[config.mk]
export PLATFORM = sky130hd
export DESIGN_NAME = serial_deserializer
export DESIGN_NICKNAME = d
export VERILOG_FILES = /design/src/rtl/serial_deserializer.sv
export SDC_FILE = /design/constraint.sdc
export NUM_CORES = 1
export LEC_CHECK = 0
export ABC_AREA = 1
export CAP_MARGIN = 30
export CORE_MARGIN = 2
export CORE_UTILIZATION = 25
export DETAILED_ROUTE_END_ITERATION = 12
export GPL_TIMING_DRIVEN = 0
export PLACE_DENSITY_LB_ADDON = 0.2
export SKIP_CTS_REPAIR_TIMING = 1
export SLEW_MARGIN = 10
export SYNTH_ARGS = -nofsm -noshare
export SYNTH_HDL_FRONTEND = slang
export SYNTH_SLANG_ARGS = --single-unit
[constraint.sdc]
create_clock -name clk -period 2.3 [get_ports clk]
set_input_delay 0.46 -clock clk [delete_from_list [all_inputs] [get_ports clk]]
set_output_delay 0.46 -clock clk [all_outputs]
set_load 0.01 [all_outputs]
[src/rtl/serial_deserializer.sv]
// Serial-in/parallel-out word assembler with a one-entry valid/ready output
// buffer and a sticky overrun flag for words dropped while the buffer is full.
module serial_deserializer #(
  parameter int WIDTH     = 8,
  parameter int CNT_W     = 3,
  parameter int MSB_FIRST = 1
) (
  input  logic             clk,
  input  logic             reset,
  input  logic             serial_in,
  input  logic             serial_en,
  input  logic             clear,
  output logic [WIDTH-1:0] out_data,
  output logic             out_valid,
  input  logic             out_ready,
  output logic             overrun,
  output logic [CNT_W-1:0] bit_cnt
);

  localparam logic [CNT_W-1:0] LAST = CNT_W'(WIDTH - 1);

  logic [WIDTH-1:0] sr;
  logic [WIDTH-1:0] shifted;
  logic             done;
  logic             buf_free;

  generate
    if (MSB_FIRST != 0) begin : g_msb
      assign shifted = {sr[WIDTH-2:0], serial_in};
    end else begin : g_lsb
      assign shifted = {serial_in, sr[WIDTH-1:1]};
    end
  endgenerate

  // clear outranks a sample on the same edge, so it also suppresses completion
  assign done     = serial_en && !clear && (bit_cnt == LAST);
  assign buf_free = !out_valid || out_ready;

  always_ff @(posedge clk or posedge reset) begin
    if (reset) begin
      sr        <= '0;
      bit_cnt   <= '0;
      out_data  <= '0;
      out_valid <= 1'b0;
      overrun   <= 1'b0;
    end else begin
      if (clear) begin
        sr      <= '0;
        bit_cnt <= '0;
        overrun <= 1'b0;
      end else if (serial_en) begin
        sr      <= shifted;
        bit_cnt <= done ? '0 : bit_cnt + CNT_W'(1);
        if (done && !buf_free)
          overrun <= 1'b1;
      end

      // output buffer is independent of clear; refill wins over drain
      if (done && buf_free) begin
        out_data  <= shifted;
        out_valid <= 1'b1;
      end else if (out_valid && out_ready) begin
        out_valid <= 1'b0;
      end
    end
  end

endmodule

# Word level (Yosys, flattened, before mapping)
# Cells that the tools add are included.
# word_totals
regBits,20
output_inout_bits,13
wordCells,30
# classes
addsub,1
n_eq_ne,1
muxes,10
reduce_logical,13
# op_table
operator,n
$mux 7,2
$mux 3,3
$reduce_bool 2->1,3
$logic_and 1x1->1,5
$mux 1,5
$add 3x1->3 const B,1
$eq 3x3->1 const B,1
$logic_not 1->1,3
$reduce_and 2->1,1
$logic_or 1x1->1,1

# Logic depth before layout (Yosys ltp)
# Gate-level depths: netlist (run 1).
# depth
depth_word,7
mapped_depth,6
mapped_depth_nobuf,5

# Worst setup path after synthesis (run 1)
# OpenSTA, ideal clock, no wires.
# synth_path
kind,register to register
startpoint,register bit_cnt[0]
endpoint,register bit_cnt[2]
setup_ps,83
arrival_time_ps,1183
required_time_ps,2217
setup_slack_ps,1034
path_stages_with_launch,7
n_path_buf,1
period_less_slack_ps,1266
path_cell_list,dfrtp_1 ha_1 ha_1 buf_2 inv_1 nand2_1 o21ai_0
# synth_via
elab_chain_len,5
word_cells_on_any_way,6
classes_between,1 x add/sub; 1 x eq/ne; 3 x mux; 1 x reduce/logical
# synth_lines
element,line,text
"start, declared",17,output logic [CNT_W-1:0] bit_cnt
"start signal, assigned",53,bit_cnt <= done ? '0 : bit_cnt + CNT_W'(1);
"parallel branches: the longest is 2 deep, another holds $add 3x1->3",--,
$mux 3 *,53,
$mux 3 *,51,end else if (serial_en) begin
$mux 3 *,47,if (clear) begin
# Every way passes the cells marked *. The select of a mux whose other input is x is not followed.
# A chain may end at the register's enable or synchronous reset.

# Worst setup path in the final report (run 1)
# layout_path
startpoint,register bit_cnt[2]
endpoint,output port bit_cnt[2]
# No word-level cell between the ends.

==> metrics.txt, run 1 <==
# TYPE chip_impl_metric gauge
chip_impl_metric{name="postLayoutSetupSlackWorst",unit="ns"} 0.582
chip_impl_metric{name="die_height",unit="µm"} 61.9
chip_impl_metric{name="regToRegSetupSlack",unit="ns"} 0.95
chip_impl_metric{name="dp_worst_setup_slack",unit="ns"} 0.643
chip_impl_metric{name="complex_gate_fraction_of_the_synthesized_area",unit="%"} 6.73
chip_impl_metric{name="clk_pin_slew_worst_paths",unit="ns"} 0.12
chip_impl_metric{name="initial_core_utilization",unit="%"} 25.5
chip_impl_metric{name="area_growth_syn_to_layout",unit="%"} 32.7
chip_impl_metric{name="post_route_cells_drive_above_1_share",unit="%"} 9.17
chip_impl_info{name="yosysTopAreaCell",value="sky130_fd_sc_hd__dfrtp_1"} 1
chip_impl_metric{name="synth_simple_gate_area_share",unit="%"} 22.6
chip_impl_metric{name="setup-tns-final",unit="ns"} 0
chip_impl_metric{name="diode_count",unit=""} 0
chip_impl_metric{name="min_period_over_period",unit="%"} 74.7
chip_impl_metric{name="powerDensity",unit="nW/µm²"} 553
chip_impl_metric{name="global_route.overflow_total",unit=""} 0
chip_impl_metric{name="timing.final.hold_violations",unit=""} 0
chip_impl_info{name="timing.critical_path.cells",value="clkdlybuf4s50_1"} 1
chip_impl_metric{name="critPathMaxFanout",unit=""} 3
chip_impl_metric{name="synth_sequential_area_ratio",unit="%"} 59.8
chip_impl_metric{name="finish.instance_area",unit="µm²"} 1110
chip_impl_metric{name="floorplan.io_pins",unit=""} 19
chip_impl_metric{name="placementRows",unit=""} 21
chip_impl_metric{name="grt_antenna_before_repair",unit=""} 0
chip_impl_metric{name="total_die_area",unit="µm²"} 3830
chip_impl_metric{name="dp.final_hpwl",unit="mm"} 1.23
chip_impl_metric{name="swShare",unit="%"} 23.0
chip_impl_metric{name="fin_crit",unit="ns"} 1.72
chip_impl_metric{name="mapped_avg_cell_area",unit="µm²"} 9.62
chip_impl_metric{name="final-instance-count-excl-fill",unit=""} 155
chip_impl_info{name="critPathKind",value="reg -> out"} 1
chip_impl_metric{name="first_global_vias",unit=""} 624
chip_impl_info{name="worst_setup_path_startpoint",value="bit_cnt[2]"} 1
chip_impl_metric{name="detailroute.via_count",unit=""} 660
chip_impl_metric{name="cp.depth",unit=""} 1
chip_impl_info{name="run_status",value="complete, no violations"} 1
chip_impl_metric{name="cts-root-to-sink-buffers",unit=""} 2
chip_impl_info{name="critical_path.top_delay_family",value="buffers and inverters"} 1
chip_impl_info{name="regToRegStartpoint",value="bit_cnt[0]"} 1
chip_impl_metric{name="netlist-cell-type-count",unit=""} 13
chip_impl_info{name="setup.worst_path.start_class",value="flip-flop"} 1
chip_impl_info{name="hold_path_class",value="reg -> reg"} 1
chip_impl_info{name="worst_r2r_endpoint",value="bit_cnt[2]"} 1
chip_impl_metric{name="yosys-mux-area-fraction",unit="%"} 0
chip_impl_metric{name="remaining_drc_errors",unit=""} 0
chip_impl_metric{name="globalplace.congestion",unit=""} 0.738
chip_impl_metric{name="slew_headroom",unit="%"} 48.3
chip_impl_metric{name="timing_max_transition_violations_final",unit=""} 0
chip_impl_metric{name="timing.reg2reg.worst_path_depth",unit=""} 6
chip_impl_metric{name="pwr-share-seq",unit="%"} 58.6
chip_impl_metric{name="synth_xor_xnor_area_share",unit="%"} 0
chip_impl_metric{name="drt_first_pass_iters",unit=""} 4
chip_impl_metric{name="dp.cells",unit=""} 151
chip_impl_metric{name="finalClockSkew",unit="ns"} 0.00485
chip_impl_metric{name="clock_insertion_delay_worst_skew",unit="ns"} 0.30
chip_impl_metric{name="number_of_buffers_inserted_during_clock_tree_synthesis",unit=""} 3
chip_impl_metric{name="synthesis.nets",unit=""} 95
chip_impl_metric{name="worstPathBufferInverterCount",unit=""} 1
chip_impl_info{name="crit_end",value="bit_cnt[2]"} 1
chip_impl_metric{name="number_of_max_capacitance_violations_reported",unit=""} 0
chip_impl_metric{name="postRouteAntennaNets",unit=""} 0
chip_impl_metric{name="nNetsFinal",unit=""} 118
chip_impl_metric{name="yosys_register_bits",unit=""} 20
chip_impl_metric{name="postLayoutCoreUtil",unit="%"} 33.8
chip_impl_metric{name="global_route_wire_length_before_repair",unit="mm"} 2.90
chip_impl_info{name="cts_root_buffer",value="sky130_fd_sc_hd__clkbuf_4"} 1
chip_impl_metric{name="detail_route.wl_per_cell",unit="µm"} 11.0
chip_impl_info{name="tritoncts",value="done"} 1
chip_impl_metric{name="cts_htree_levels",unit=""} 1
chip_impl_metric{name="power_switching",unit="µW"} 141
chip_impl_metric{name="clock-sinks",unit=""} 20
chip_impl_metric{name="grt.total_usage",unit="%"} 10.7
chip_impl_metric{name="number_of_cells_produced_by_synthesis",unit=""} 87
chip_impl_metric{name="synth_adder_area_share",unit="%"} 2.99
chip_impl_metric{name="filler_cell_count",unit=""} 360
chip_impl_metric{name="clock_power_share",unit="%"} 33.7
chip_impl_metric{name="tightestPinTransition",unit="ns"} 0.775
chip_impl_metric{name="syn_area",unit="µm²"} 837
chip_impl_metric{name="yosys.area.top_type_share",unit="%"} 59.8
chip_impl_info{name="endpoint_kind",value="output pin"} 1
chip_impl_metric{name="required",unit="ns"} 1.84
chip_impl_metric{name="maxClockFrequency",unit="MHz"} 582
chip_impl_metric{name="synth-warning-count",unit=""} 0
chip_impl_info{name="largest_family_of_logic_cells_by_synthesized_area",value="simple AND/OR/NAND/NOR gates"} 1
chip_impl_metric{name="design.core.area",unit="µm²"} 3280
chip_impl_metric{name="internal_power",unit="µW"} 474
chip_impl_metric{name="slowest_delay",unit="ns"} 0.55
chip_impl_metric{name="postRouteWirelength",unit="mm"} 1.70
chip_impl_metric{name="dr.first_iter.drc_count",unit=""} 8
chip_impl_metric{name="p_leak",unit="nW"} 0.530
chip_impl_metric{name="power.combinational.fraction",unit="%"} 7.7
chip_impl_metric{name="die-width",unit="µm"} 61.9
chip_impl_info{name="rsz_0062_raised_after_global_routing",value="no"} 1
chip_impl_metric{name="setup_viol_count_final",unit=""} 0
chip_impl_metric{name="worst_ir_drop_vdd",unit="mV"} 0.164
chip_impl_metric{name="buffer_ports.inserted",unit=""} 18
chip_impl_metric{name="detail_route.vias_per_cell",unit=""} 4.26
chip_impl_metric{name="worst_ep_arrival_time",unit="ns"} 1.26
chip_impl_metric{name="detailed_place.area",unit="µm²"} 1070
chip_impl_info{name="crit_path_top_delay_cell",value="sky130_fd_sc_hd__clkdlybuf4s50_1"} 1
chip_impl_metric{name="grt_max_degree",unit=""} 21
chip_impl_info{name="synthTopCellsByArea",value="sky130_fd_sc_hd__dfrtp_1 60%, sky130_fd_sc_hd__nand2_1 12%, sky130_fd_sc_hd__nand4_1 6.0%"} 1
layout make-up:
type,instances,area (µm²),area share (%)
Buffer,3,21.3,1.91
Multi-Input combinational cell,52,270,24.3
Clock buffer,4,36.3,3.27
Timing Repair Buffer,18,180,16.2
Sequential cell,20,500,45.0
Inverter,12,45.0,4.05
Tap cell,46,57.6,5.18
power groups by stage:
| stage | Clock, mW | Sequential, mW | Combinational [mW] |
|---|---|---|---|
| 2_1_floorplan | 0 | 0.368 | 0.0238 |
| 3_3_place_gp | 0 | 0.367 | 0.0478 |
| 3_5_place_dp | 0 | 0.367 | 0.0486 |
| 4_1_cts | 0.214 | 0.361 | 0.0487 |
| 5_1_grt | 0.229 | 0.361 | 0.0536 |
| 6_report | 0.207 | 0.360 | 0.0474 |
stage by stage:
step	power [mW]	hold slack, ns
2_1_floorplan	0.392	0.424
3_3_place_gp	0.415	0.452
3_5_place_dp	0.416	0.458
4_1_cts	0.623	0.487
5_1_grt	0.644	0.509
6_report	0.615	0.481
worst min path at each step:
| stage | depth (start not counted) | slack (ns) | startpoint | end |
|---|---|---|---|---|
| after CTS | 2 | 0.49 | out_data[0] | out_data[0] |
| after detailed placement | 2 | 0.46 | out_data[0] | out_data[0] |
| final | 2 | 0.48 | out_data[0] | out_data[0] |
| after global placement | 2 | 0.45 | out_data[1] | out_data[1] |
| after floorplan | 1 | 0.42 | reset | bit_cnt[0] |
| after global routing | 2 | 0.51 | out_data[5] | out_data[5] |
cell usage after synthesis:
master	instances
sky130_fd_sc_hd__o22ai_1	5
sky130_fd_sc_hd__nand2_1	26
sky130_fd_sc_hd__nand3_2	1
sky130_fd_sc_hd__nor2_4	1
sky130_fd_sc_hd__nand4_1	8
sky130_fd_sc_hd__o21ai_0	5
sky130_fd_sc_hd__buf_6	1
sky130_fd_sc_hd__ha_1	2
sky130_fd_sc_hd__buf_2	2
sky130_fd_sc_hd__inv_2	1
sky130_fd_sc_hd__nand3_1	4
sky130_fd_sc_hd__dfrtp_1	20
sky130_fd_sc_hd__inv_1	11
cells in the final DEF, fill, tap and decap left out:
cell type	n
sky130_fd_sc_hd__o22ai_1	5
sky130_fd_sc_hd__nor2_4	1
sky130_fd_sc_hd__inv_2	1
sky130_fd_sc_hd__clkbuf_4	3
sky130_fd_sc_hd__nand2_1	26
sky130_fd_sc_hd__nand3_1	4
sky130_fd_sc_hd__nand4_1	8
sky130_fd_sc_hd__buf_2	2
sky130_fd_sc_hd__buf_6	1
sky130_fd_sc_hd__clkbuf_8	1
sky130_fd_sc_hd__o21ai_0	5
sky130_fd_sc_hd__nand3_2	1
sky130_fd_sc_hd__ha_1	2
sky130_fd_sc_hd__dfrtp_1	20
sky130_fd_sc_hd__inv_1	11
sky130_fd_sc_hd__clkdlybuf4s50_1	18
sequential cells by signal (all words and copies together), names as in the netlist:
name       flops
sr             7
out_valid      1
bit_cnt        3
out_data       8
overrun        1
per-layer routing:
metal | track usage [%] | vias to the layer above | part of all wire [%]
met5 | 0 | - | 0
li1 | - | 336 | -
met3 | 1.86 | 5 | 2.9
met1 | 13.2 | 306 | 47
met4 | 6.38 | 0 | 3.1
met2 | 17.4 | 13 | 47
cells by family after synthesis:
logic type,Yosys count
AO/OA/AOI/OAI,10
flip-flops,20
adder cells (fa/ha/maj),2
AND/OR/NAND/NOR,40
buffers and inverters,15
No activity file was read; power rests on OpenSTA's default activity.
==> run 2, diff against run 1 <==
Clock period 2.3 ns to 1.5 ns, I/O delays scaled along.
==> run 2 against run 1 <==
Worst hold slack lost 0.056 ns. Clock skew shrank 0.00097 ns. Die area is the same. Sequential share of layout area shrank 1.6 points. Non-clock buffer count grew 1. Clock power grew 54%. First-iteration DRC count grew 13%. Sequential power grew 53%. Core utilization grew 1.2 points. Setup slack lost 0.52 ns. Highest routed layer unchanged.
==> metrics.txt, run 2 (synthesis gave the netlist of run 1 again) <==
# TYPE chip_impl_metric gauge
chip_impl_metric{name="timing.final.hold_violations",unit=""} 0
chip_impl_metric{name="diode_count",unit=""} 0
chip_impl_info{name="setup.worst_path.start_class",value="flip-flop"} 1
chip_impl_metric{name="slew_headroom",unit="%"} 48.5
chip_impl_metric{name="min_period_over_period",unit="%"} 96.2
chip_impl_metric{name="die_height",unit="µm"} 61.9
chip_impl_metric{name="powerDensity",unit="nW/µm²"} 821
chip_impl_metric{name="finish.instance_area",unit="µm²"} 1150
chip_impl_metric{name="power_switching",unit="µW"} 218
chip_impl_metric{name="detailed_place.area",unit="µm²"} 1070
chip_impl_metric{name="pwr-share-seq",unit="%"} 58.5
chip_impl_metric{name="p_leak",unit="nW"} 0.773
chip_impl_info{name="endpoint_kind",value="flip-flop"} 1
chip_impl_info{name="commonest_non_fill_non_tap_cells_in_the_layout",value="26 x sky130_fd_sc_hd__nand2_1, 20 x sky130_fd_sc_hd__dfrtp_1, 13 x sky130_fd_sc_hd__dlymetal6s2s_1"} 1
chip_impl_info{name="largestRegisters",value="out_data x8, sr x7, bit_cnt x3"} 1
chip_impl_metric{name="drt_first_pass_iters",unit=""} 4
chip_impl_metric{name="global_route_wire_length_before_repair",unit="mm"} 2.90
chip_impl_metric{name="area_growth_syn_to_layout",unit="%"} 37.5
chip_impl_metric{name="required",unit="ns"} 1.73
chip_impl_info{name="tritoncts",value="done"} 1
chip_impl_metric{name="die-width",unit="µm"} 61.9
chip_impl_metric{name="detailroute.via_count",unit=""} 663
chip_impl_metric{name="grt.total_usage",unit="%"} 10.7
chip_impl_metric{name="global_route.overflow_total",unit=""} 0
chip_impl_info{name="rsz_0062_raised_after_global_routing",value="yes"} 1
chip_impl_metric{name="detail_route.wl_per_cell",unit="µm"} 11.1
chip_impl_metric{name="power.combinational.fraction",unit="%"} 7.8
chip_impl_metric{name="first_global_vias",unit=""} 624
chip_impl_metric{name="dp.cells",unit=""} 151
chip_impl_metric{name="grt_antenna_before_repair",unit=""} 0
chip_impl_metric{name="clock_insertion_delay_worst_skew",unit="ns"} 0.30
chip_impl_metric{name="number_of_buffers_inserted_during_clock_tree_synthesis",unit=""} 3
chip_impl_metric{name="clock-sinks",unit=""} 20
chip_impl_metric{name="finalClockSkew",unit="ns"} 0.00388
chip_impl_metric{name="placementRows",unit=""} 21
chip_impl_metric{name="setup_viol_count_final",unit=""} 0
chip_impl_metric{name="dr.first_iter.drc_count",unit=""} 9
chip_impl_metric{name="fin_crit",unit="ns"} 1.44
chip_impl_metric{name="number_of_max_capacitance_violations_reported",unit=""} 0
chip_impl_metric{name="dp.final_hpwl",unit="mm"} 1.23
chip_impl_info{name="hold_path_class",value="in -> async"} 1
chip_impl_metric{name="cts-root-to-sink-buffers",unit=""} 2
chip_impl_metric{name="initial_core_utilization",unit="%"} 25.5
chip_impl_metric{name="timing_max_transition_violations_final",unit=""} 0
chip_impl_metric{name="dp_worst_setup_slack",unit="ns"} 0.00304
chip_impl_metric{name="tightestPinTransition",unit="ns"} 0.772
chip_impl_metric{name="postRouteAntennaNets",unit=""} 0
chip_impl_metric{name="grt_max_degree",unit=""} 21
chip_impl_metric{name="floorplan.io_pins",unit=""} 19
chip_impl_metric{name="internal_power",unit="µW"} 727
chip_impl_metric{name="worst_ep_arrival_time",unit="ns"} 1.67
chip_impl_metric{name="worst_ir_drop_vdd",unit="mV"} 0.238
chip_impl_info{name="cts_root_buffer",value="sky130_fd_sc_hd__clkbuf_4"} 1
chip_impl_metric{name="postRouteWirelength",unit="mm"} 1.74
chip_impl_metric{name="maxClockFrequency",unit="MHz"} 693
chip_impl_metric{name="postLayoutCoreUtil",unit="%"} 35.0
chip_impl_metric{name="post_route_cells_drive_above_1_share",unit="%"} 10.0
chip_impl_metric{name="final-instance-count-excl-fill",unit=""} 156
chip_impl_metric{name="critPathMaxFanout",unit=""} 10
chip_impl_metric{name="cts_htree_levels",unit=""} 1
chip_impl_metric{name="detail_route.vias_per_cell",unit=""} 4.25
chip_impl_metric{name="swShare",unit="%"} 23.0
chip_impl_metric{name="remaining_drc_errors",unit=""} 0
chip_impl_metric{name="clock_power_share",unit="%"} 33.7
chip_impl_metric{name="buffer_ports.inserted",unit=""} 18
chip_impl_metric{name="postLayoutSetupSlackWorst",unit="ns"} 0.0576
chip_impl_metric{name="design.core.area",unit="µm²"} 3280
chip_impl_metric{name="flip_flop_count_of_the_largest_register_after_layout",unit=""} 8
chip_impl_info{name="run_status",value="complete, no violations"} 1
chip_impl_metric{name="nNetsFinal",unit=""} 119
chip_impl_info{name="critPathKind",value="reg -> reg"} 1
chip_impl_info{name="top_reg_by_flops",value="out_data"} 1
chip_impl_metric{name="total_die_area",unit="µm²"} 3830
chip_impl_info{name="layout.cells.most_common",value="sky130_fd_sc_hd__nand2_1"} 1
chip_impl_metric{name="globalplace.congestion",unit=""} 0.738
chip_impl_metric{name="clk_pin_slew_worst_paths",unit="ns"} 0.12
==> run 2: power groups by stage <==
stage	Clock (mW)	Combinational [mW]	Sequential, mW
2_1_floorplan	0	0.0365	0.564
3_3_place_gp	0	0.0733	0.563
3_5_place_dp	0	0.0745	0.563
6_report	0.318	0.0741	0.552
5_1_grt	0.350	0.0837	0.554
4_1_cts	0.328	0.0746	0.553
==> run 2: stage by stage <==
step	TNS, ns	hold slack, ns	power (mW)
finish	0	0.425	0.945
floorplan	0	0.264	0.601
detailed placement	0	0.458	0.638
CTS	-0.305	0.458	0.955
global route	-0.0261	0.491	0.987
global placement	0	0.452	0.636
==> run 2: final timing paths <==
path / cells past startpoint / end / slack (ns) / from
setup / recovery: 7 / bit_cnt[2] / 0.06 / bit_cnt[1]
hold / removal: 2 / sr[0] / 0.42 / reset
setup reg to reg: 7 / bit_cnt[2] / 0.06 / bit_cnt[1]
hold reg to reg: 2 / out_data[0] / 0.48 / out_data[0]
max in group asynchronous: 2 / bit_cnt[0] / 0.60 / reset
min in group clk: 2 / out_data[0] / 0.48 / out_data[0]
==> run 2: area by class of cell <==
| cell class | instances | area [µm²] |
|---|---|---|
| buffer | 3 | 21.3 |
| clock buffer | 4 | 36.3 |
| fill | 355 | 2130 |
| inverter | 12 | 45.0 |
| multi-input combinational | 52 | 270 |
| sequential | 20 | 500 |
| tap | 46 | 57.6 |
| timing repair buffer | 19 | 220 |
==> run 2: metal layers <==
layer / wire length, µm / up-vias / GRT usage (%) / part of all wire [%]
met5: 0 / - / 0 / 0
met4: 53 / 0 / 6.38 / 3.0
met3: 54 / 5 / 1.86 / 3.1
met2: 814 / 15 / 17.4 / 47
met1: 816 / 309 / 13.2 / 47
li1: - / 334 / - / -
==> run 2: worst max-delay path: stages (launching register included) <==
cell and delay, ns:
sky130_fd_sc_hd__dfrtp_1 0.41, sky130_fd_sc_hd__buf_4 0.14, sky130_fd_sc_hd__ha_1 0.17, sky130_fd_sc_hd__ha_1 0.20, sky130_fd_sc_hd__buf_2 0.19, sky130_fd_sc_hd__inv_1 0.08
sky130_fd_sc_hd__nand2_1 0.04, sky130_fd_sc_hd__o21ai_0 0.14
==> run 3, diff against run 2 <==
Settings changed: CORE_MARGIN 2 to 10.
==> run 3 against run 2 <==
Core utilization is 2.0 points higher. Total power up 13%. Sequential cell count stayed put. Wire length grew 4.5%. Clock-buffer cell count is 1 lower. Via count decreased by 2.0%. Global-route usage is 4.3 points lower. Clock skew is 0.0020 ns lower. Maximum frequency rose by 5.9%. Sequential power is essentially flat. Critical endpoint unchanged.
==> metrics.txt, run 3 (synthesis gave the netlist of run 1 again) <==
# TYPE chip_impl_metric gauge
chip_impl_metric{name="tightestPinTransition",unit="ns"} 0.754
chip_impl_metric{name="global_route_wire_length_before_repair",unit="mm"} 3.14
chip_impl_info{name="critical_path.top_delay_family",value="flip-flops"} 1
chip_impl_metric{name="p_leak",unit="nW"} 0.775
chip_impl_metric{name="required",unit="ns"} 1.73
chip_impl_info{name="largestRegisters",value="out_data x8, sr x7, bit_cnt x3"} 1
chip_impl_metric{name="drt_first_pass_iters",unit=""} 4
chip_impl_metric{name="worst_ir_drop_vdd",unit="mV"} 0.290
chip_impl_metric{name="internal_power",unit="µW"} 847
chip_impl_metric{name="remaining_drc_errors",unit=""} 0
chip_impl_metric{name="postRouteAntennaNets",unit=""} 0
chip_impl_info{name="tritoncts",value="done"} 1
chip_impl_metric{name="timing_max_transition_violations_final",unit=""} 0
chip_impl_info{name="hold_path_class",value="in -> async"} 1
chip_impl_metric{name="total_power",unit="mW"} 1.07
chip_impl_info{name="layout.cells.most_common",value="sky130_fd_sc_hd__nand2_1"} 1
chip_impl_metric{name="powerDensity",unit="nW/µm²"} 925
chip_impl_metric{name="first_global_vias",unit=""} 677
chip_impl_metric{name="detailroute.via_count",unit=""} 650
chip_impl_metric{name="final-instance-count-excl-fill",unit=""} 153
chip_impl_metric{name="area_growth_syn_to_layout",unit="%"} 38.3
chip_impl_info{name="rsz_0062_raised_after_global_routing",value="no"} 1
chip_impl_metric{name="design.core.area",unit="µm²"} 3130
chip_impl_metric{name="slowest_delay",unit="ns"} 0.42
chip_impl_metric{name="diode_count",unit=""} 0
chip_impl_metric{name="filler_cell_count",unit=""} 330
chip_impl_metric{name="globalplace.congestion",unit=""} 0.732
chip_impl_metric{name="clock_power_share",unit="%"} 41.7
chip_impl_metric{name="number_of_max_capacitance_violations_reported",unit=""} 0
chip_impl_info{name="commonest_non_fill_non_tap_cells_in_the_layout",value="26 x sky130_fd_sc_hd__nand2_1, 20 x sky130_fd_sc_hd__dfrtp_1, 13 x sky130_fd_sc_hd__dlymetal6s2s_1"} 1
chip_impl_metric{name="total_die_area",unit="µm²"} 6060
chip_impl_info{name="endpoint_kind",value="flip-flop"} 1
chip_impl_metric{name="maxClockFrequency",unit="MHz"} 734
chip_impl_metric{name="global_route.overflow_total",unit=""} 0
chip_impl_metric{name="die-width",unit="µm"} 77.9
chip_impl_metric{name="clk_pin_slew_worst_paths",unit="ns"} 0.12
chip_impl_metric{name="dr.first_iter.drc_count",unit=""} 39
chip_impl_metric{name="post_route_cells_drive_above_1_share",unit="%"} 9.17
chip_impl_metric{name="grt_max_degree",unit=""} 21
chip_impl_metric{name="floorplan.io_pins",unit=""} 19
chip_impl_metric{name="worstPathBufferInverterCount",unit=""} 2
chip_impl_metric{name="clock_insertion_delay_worst_skew",unit="ns"} 0.30
chip_impl_info{name="setup.worst_path.start_class",value="flip-flop"} 1
chip_impl_metric{name="dp.final_hpwl",unit="mm"} 1.34
chip_impl_metric{name="timing.final.hold_violations",unit=""} 0
chip_impl_metric{name="detail_route.wl_per_cell",unit="µm"} 11.9
chip_impl_metric{name="worst_ep_arrival_time",unit="ns"} 1.59
chip_impl_metric{name="fin_crit",unit="ns"} 1.36
chip_impl_metric{name="min_period_over_period",unit="%"} 90.8
chip_impl_info{name="critPathMostFrequentCell",value="sky130_fd_sc_hd__ha_1"} 1
chip_impl_metric{name="postRouteWirelength",unit="mm"} 1.82
chip_impl_metric{name="placementRows",unit=""} 20
chip_impl_info{name="run_status",value="complete, no violations"} 1
chip_impl_metric{name="power.combinational.fraction",unit="%"} 6.7
chip_impl_metric{name="number_of_buffers_inserted_during_clock_tree_synthesis",unit=""} 3
chip_impl_metric{name="flip_flop_count_of_the_largest_register_after_layout",unit=""} 8
chip_impl_metric{name="grt_antenna_before_repair",unit=""} 0
chip_impl_info{name="timing.critical_path.cells",value="ha_1 -> ha_1 -> buf_2 -> inv_1 -> nand2_1 -> o21ai_0"} 1
chip_impl_metric{name="pwr-share-seq",unit="%"} 51.6
chip_impl_metric{name="nNetsFinal",unit=""} 118
chip_impl_metric{name="buffer_ports.inserted",unit=""} 18
chip_impl_metric{name="swShare",unit="%"} 20.9
chip_impl_metric{name="power_switching",unit="µW"} 223
chip_impl_metric{name="finalClockSkew",unit="ns"} 0.00189
chip_impl_metric{name="clock-sinks",unit=""} 20
chip_impl_metric{name="die_height",unit="µm"} 77.9
chip_impl_metric{name="grt.total_usage",unit="%"} 6.34
chip_impl_info{name="critPathKind",value="reg -> reg"} 1
chip_impl_metric{name="detailed_place.area",unit="µm²"} 1070
chip_impl_metric{name="initial_core_utilization",unit="%"} 26.8
chip_impl_info{name="top_reg_by_flops",value="out_data"} 1
chip_impl_metric{name="dp.cells",unit=""} 149
chip_impl_info{name="cts_root_buffer",value="sky130_fd_sc_hd__clkbuf_4"} 1
chip_impl_metric{name="slew_headroom",unit="%"} 49.7
chip_impl_metric{name="detail_route.vias_per_cell",unit=""} 4.25
chip_impl_metric{name="finish.instance_area",unit="µm²"} 1160
chip_impl_metric{name="setup_viol_count_final",unit=""} 0
chip_impl_metric{name="cts_htree_levels",unit=""} 1
chip_impl_metric{name="cts-root-to-sink-buffers",unit=""} 2
chip_impl_metric{name="timing.hold.ws",unit="ns"} 0.416
chip_impl_metric{name="critPathMaxFanout",unit=""} 10
chip_impl_info{name="crit_path_top_delay_cell",value="sky130_fd_sc_hd__dfrtp_1"} 1
## run 3: cell count changes in the layout (fill, tap and decap cells not counted)
cell                        before  now
sky130_fd_sc_hd__buf_4           1    0
sky130_fd_sc_hd__bufinv_16       0    1
sky130_fd_sc_hd__clkbuf_8        1    0
## run 3: routing by layer
layer,track usage (%),share of wire (%)
met3,1.27,2.3
met1,6.86,45
met5,0,0
met2,10.9,50
met4,4.38,2.6
## run 3: per-stage QoR
| stage | utilization, % | TNS (ns) | worst slack (ns) |
|---|---|---|---|
| global route | 37.0 | 0 | 0.0370 |
| finish | 37.0 | 0 | 0.138 |
| detailed placement | 34.3 | 0 | 0.0177 |
| global placement | 34.3 | 0 | 0.0264 |
| CTS | 36.0 | -0.412 | -0.0807 |
| floorplan | - | 0 | 0.234 |
## run 3: final timing paths
path	from	to	depth (start not counted)	slack, ns
worst max-delay path	bit_cnt[0]	bit_cnt[2]	6	0.14
worst min-delay path	reset	overrun	2	0.42
worst max register to register	bit_cnt[0]	bit_cnt[2]	6	0.14
worst min register to register	out_data[0]	out_data[0]	2	0.48
max in group asynchronous	reset	bit_cnt[0]	2	0.61
min in group clk	out_data[0]	out_data[0]	2	0.48
## run 3: layout make-up
cell class | instances | area, µm² | share of cell area (%)
flip-flops and latches | 20 | 500 | 43.2
multi-input cells | 52 | 270 | 23.4
repair buffers | 18 | 213 | 18.4
well taps | 44 | 55.1 | 4.76
inverters | 12 | 45.0 | 3.89
clock inverters | 1 | 30.0 | 2.59
clock buffers | 3 | 22.5 | 1.95
plain buffers | 3 | 21.3 | 1.84
## run 3: power groups by stage
stage	Clock [mW]	Sequential (mW)	Combinational [mW]
5_1_grt	0.479	0.554	0.0818
6_report	0.446	0.552	0.0715
4_1_cts	0.454	0.553	0.0752
2_1_floorplan	0	0.564	0.0365
3_3_place_gp	0	0.563	0.0737
3_5_place_dp	0	0.563	0.0750
